--- config.mk ---
export PLATFORM = sky130hd
export DESIGN_NAME = byte_serializer
export DESIGN_NICKNAME = d
export VERILOG_FILES = /design/src/rtl/byte_serializer.sv
export SDC_FILE = /design/constraint.sdc
export NUM_CORES = 1
export LEC_CHECK = 0
export ABC_CLOCK_PERIOD_IN_PS = 2300
export BUFFER_PORTS_ARGS = -buffer_cell sky130_fd_sc_hd__buf_2
export CORE_AREA = 2 2 67 69
export DETAILED_ROUTE_END_ITERATION = 7
export DIE_AREA = 0 0 69 71
export PLACE_DENSITY = 0.47
export SLEW_MARGIN = 0
export SYNTH_ARGS = -nofsm -noshare
export SYNTH_HDL_FRONTEND = slang
export SYNTH_SLANG_ARGS = --single-unit
--- constraint.sdc ---
create_clock -name clk -period 2.3 [get_ports clk]
set_input_delay 0.345 -clock clk [delete_from_list [all_inputs] [get_ports clk]]
set_output_delay 0.345 -clock clk [all_outputs]
set_load 0.02 [all_outputs]
--- src/rtl/byte_serializer.sv ---
// rtl/byte_serializer.sv - parallel-to-serial stage with one-word holding buffer
//
// Ports:
//   clk         system clock, rising edge
//   rst         asynchronous active-high reset
//   data_in     WIDTH-bit word, sampled when data_valid && data_ready
//   data_valid  upstream offers a word
//   data_ready  a word can be accepted this cycle (holding buffer empty)
//   bit_out     serial bit, 0 whenever no data bit is being presented
//   bit_valid   bit_out carries a data bit this cycle
//   busy        a word is being shifted or is buffered
//
// Build option:
//   BYTE_SERIALIZER_LSB_FIRST_EN  defined: emit LSB first (shift right);
//                                 undefined: emit MSB first (shift left).

module byte_serializer #(
  parameter int WIDTH = 8
) (
  input  logic             clk,
  input  logic             rst,
  input  logic [WIDTH-1:0] data_in,
  input  logic             data_valid,
  output logic             data_ready,
  output logic             bit_out,
  output logic             bit_valid,
  output logic             busy
);

  localparam int CW = (WIDTH > 1) ? $clog2(WIDTH) : 1;
  localparam logic [CW-1:0] LAST_BIT = CW'(WIDTH - 1);

  typedef enum logic {
    IDLE  = 1'b0,
    SHIFT = 1'b1
  } state_t;

  state_t           state, state_nxt;
  logic [WIDTH-1:0] shift_reg, shift_nxt;
  logic [WIDTH-1:0] hold_reg, hold_nxt;
  logic [CW-1:0]    bit_cnt, bit_cnt_nxt;
  logic             hold_full, hold_full_nxt;

  logic             accept;
  logic [WIDTH-1:0] shifted;
  logic             head_bit;

`ifdef BYTE_SERIALIZER_LSB_FIRST_EN
  assign shifted  = {1'b0, shift_reg[WIDTH-1:1]};
  assign head_bit = shift_reg[0];
`else
  assign shifted  = {shift_reg[WIDTH-2:0], 1'b0};
  assign head_bit = shift_reg[WIDTH-1];
`endif

  // Ready comes only from the buffer flag, so there is no valid->ready path.
  assign data_ready = !hold_full;
  assign accept     = data_valid && data_ready;

  always_ff @(posedge clk or posedge rst) begin
    if (rst) begin
      state     <= IDLE;
      shift_reg <= '0;
      hold_reg  <= '0;
      bit_cnt   <= '0;
      hold_full <= 1'b0;
    end else begin
      state     <= state_nxt;
      shift_reg <= shift_nxt;
      hold_reg  <= hold_nxt;
      bit_cnt   <= bit_cnt_nxt;
      hold_full <= hold_full_nxt;
    end
  end

  always_comb begin
    state_nxt     = state;
    shift_nxt     = shift_reg;
    hold_nxt      = hold_reg;
    bit_cnt_nxt   = bit_cnt;
    hold_full_nxt = hold_full;
    case (state)
      IDLE: begin
        if (accept) begin
          shift_nxt   = data_in;
          bit_cnt_nxt = '0;
          state_nxt   = SHIFT;
        end
      end
      SHIFT: begin
        if (bit_cnt != LAST_BIT) begin
          shift_nxt   = shifted;
          bit_cnt_nxt = bit_cnt + CW'(1);
          if (accept) begin
            hold_nxt      = data_in;
            hold_full_nxt = 1'b1;
          end
        end else if (hold_full) begin
          // Buffered word goes next; ready was low so no accept competes.
          shift_nxt     = hold_reg;
          hold_full_nxt = 1'b0;
          bit_cnt_nxt   = '0;
        end else if (accept) begin
          // Word arriving on the last-bit edge skips the buffer entirely.
          shift_nxt   = data_in;
          bit_cnt_nxt = '0;
        end else begin
          state_nxt = IDLE;
        end
      end
      default: state_nxt = IDLE;
    endcase
  end

  assign bit_valid = (state == SHIFT);
  assign bit_out   = bit_valid && head_bit;
  assign busy      = bit_valid || hold_full;

endmodule

==> results by group <==
Finish
  • Final core utilization: 0.317
  • Synthesis-to-finish area growth: 11.3%
  • Fraction of layout cells with a size suffix above 1: 0.356
  • Most common cell after layout, fill and taps aside: dfrtp_1
  • Non-Filler Instances: 156
  • Final nets: about 120
  • Diode count: 0
  • Most frequent cells in the layout: 21 x dfrtp_1, 17 x mux2i_1, 14 x buf_2

Detailed routing
  • Pre-antenna DRT Iters: 4
  • Final wirelength: 2.53 mm
  • Vias: a little under 800
  • 1st-iter DRT viols: 35
  • Final ANT Viol Nets: 0
  • WL per Instance: 16.2 um
  • DRC Markers: 0
  • Via density: roughly 5.0

Timing
  • RSZ-0062 raised after global routing: false
  • Post-route setup TNS: 0 ns
  • Setup Skew: ~0.0032 ns
  • Max_slew headroom: 0.448
  • Final min period: 1.88 ns
  • Final Setup Violations: 0
  • Final worst path period share: 0.818
  • Fmax: between 500 and 600 MHz
  • Worst slew pin tran: between 0.8 and 0.9 ns
  • Final hold violation count: 0
  • Final max-slew violation count: 0

Global route
  • Vias in the first global route: 871
  • Overflow after GRT: 0
  • First-pass GRT wire length: ~4.4 mm
  • Largest net degree at the start of global routing: 22
  • Initial antenna violation count: 0
  • Total Routing Usage GR: 0.113

Die
  • Die width: slightly below 70 um
  • Initial core utilization: 0.285
  • I/O Pins: 15
  • Die Area: between 4000 and 5000 um^2
  • Core footprint: 4200 um^2
  • Row count: 24
  • Die Ht: 71 um

Run status
  • Status: completed

Clock network
  • Hold Buf Count CTS: 0
  • CTS Sinks: 21
  • Clock root buffer master: clkbuf_8
  • Clock-pin slew on the worst setup and hold paths: about 0.08 ns
  • H-tree depth: 1
  • Worst-skew pair later-pin latency: roughly 0.26 ns
  • Cts bufs inserted: 3
  • Setup bufs post-CTS: 0
  • CTS tree: yes
  • Post-CTS sizing: 0
  • Bufs on Longest Clock Path: 2

Place
  • Port Buffers: 14
  • Placed wire-length estimate: ~1.7 mm
  • Gp weighted congestion: 0.705
  • Placed insts: around 150

Worst setup path
  • CP required: about 2.5 ns
  • CP Buf/Inv Count: 0
  • Setup CP Type: reg -> reg
  • Crit-path cells: ha_1 > ha_1 > nand2b_2 > nor2_8 > mux2_4
  • Worst-path fanout max: 11
  • Most used cell, CP: ha_1
  • Arrival time worst endpoint: about 2 ns
  • Register-to-Register Path Depth: 5
  • FF-to-FF Start: bit_cnt[0]$_DFF_PP0_
  • Startpoint Class: flip-flop
  • Worst path slowest cell: dfrtp_1
  • Max stage delay on crit path: approximately 0.4 ns
  • Crit end category: flip-flop
  • R2r setup slk: between 0.4 and 0.5 ns
  • R2R Path End: hold_reg[0]$_DFFE_PP0P_
  • CP top delay family: simple AND/OR/NAND/NOR gates

Flow run
  • Max-cap violation count: 0

Logic synthesis
  • Syn Area/Cell: roughly 13 um^2
  • Yosys warns: 0
  • Synth top area share: 0.438
  • Synth top area cells: dfrtp_1 44%, mux2i_1 14%, mux2_4 10%
  • Post-Syn Area: 1200 um^2
  • Post-synthesis sequential area ratio: 0.438
  • #FFs+latches synth: 21
  • Synth Net Count: about 110
  • Synth cell types: 22
  • Cell accounting for the most synthesized area: dfrtp_1
  • Cells after Synth: just over 90

Pwr
  • Max VDD drop: 0.000379 V
  • Pwr dens: around 1400 nW/um^2
  • Pleak: 0.672 nW

Worst hold path
  • HP Class: in -> async
[report_power, final]
group          switching (mW)  internal (mW)
registers               0.150          0.565
clock network           0.122          0.123
logic                   0.471          0.478
total                   0.742           1.17
[area by class of cell]
type	instances	area, um^2
repair buffers	14	70.1
well taps	52	65.1
inverters	3	11.3
flip-flops and latches	21	526
clock buffers	4	45.0
fillers	439	2870
multi-input cells	62	617
[worst max-delay path by stage]
stage | start | end | slack, ns | cells after the start
after floorplan | bit_cnt[0]$_DFF_PP0_ | hold_reg[0]$_DFFE_PP0P_ | 0.65 | 5
after global placement | bit_cnt[0]$_DFF_PP0_ | hold_reg[3]$_DFFE_PP0P_ | 0.46 | 5
after detailed placement | bit_cnt[0]$_DFF_PP0_ | hold_reg[4]$_DFFE_PP0P_ | 0.42 | 5
after CTS | bit_cnt[0]$_DFF_PP0_ | hold_reg[5]$_DFFE_PP0P_ | 0.40 | 5
after global routing | bit_cnt[0]$_DFF_PP0_ | hold_reg[7]$_DFFE_PP0P_ | 0.32 | 5
final | bit_cnt[0]$_DFF_PP0_ | hold_reg[0]$_DFFE_PP0P_ | 0.42 | 5
[metal layers]
| layer | GRT usage | share of wire |
|---|---|---|
| met1 | 0.145 | 0.49 |
| met4 | 0.0327 | 0.0047 |
| met3 | 0.0199 | 0.027 |
| met5 | 0 | 0 |
| met2 | 0.197 | 0.47 |
[cell usage after synthesis]
| cell | instances |
|---|---|
| buf_4 | 2 |
| nor2_1 | 3 |
| mux2_4 | 8 |
| a221oi_2 | 7 |
| and3_1 | 1 |
| buf_2 | 2 |
| o21ai_0 | 1 |
| inv_1 | 3 |
| nor2_8 | 1 |
| ha_1 | 3 |
| o22ai_1 | 7 |
| o21ai_2 | 1 |
| a22o_1 | 3 |
| and2_1 | 1 |
| and2b_4 | 1 |
| dfrtp_1 | 21 |
| nand2b_2 | 1 |
| nand2_1 | 5 |
| nand3_1 | 1 |
| nand2b_4 | 1 |
| buf_12 | 1 |
| mux2i_1 | 17 |
[worst reg2reg max path: cells and delay by family, from the launching register on]
kind	cells	cell delay, ns
simple gates	2	0.62
fa+ha+maj	2	0.44
flops	1	0.40
mux	1	0.32
[per-stage QoR]
stage,power (mW),worst slack [ns],cell area [um^2],hold slack [ns]
2_1_floorplan,1.50,0.654,1200,0.322
3_3_place_gp,1.65,0.464,1290,0.474
3_5_place_dp,1.68,0.416,1290,0.482
4_1_cts,1.93,0.401,1330,0.278
5_1_grt,2.07,0.318,1330,0.302
6_report,1.91,0.420,1330,0.237
[kinds of logic after synthesis]
| logic type | share of synthesized area |
|---|---|
| AO/OA/AOI/OAI | 0.158 |
| multiplexers | 0.242 |
| flip-flops | 0.438 |
| AND/OR/NAND/NOR | 0.0835 |
| buffers and inverters | 0.0470 |
| adder cells (fa/ha/maj) | 0.0313 |
(Power assumes the default switching activity.)
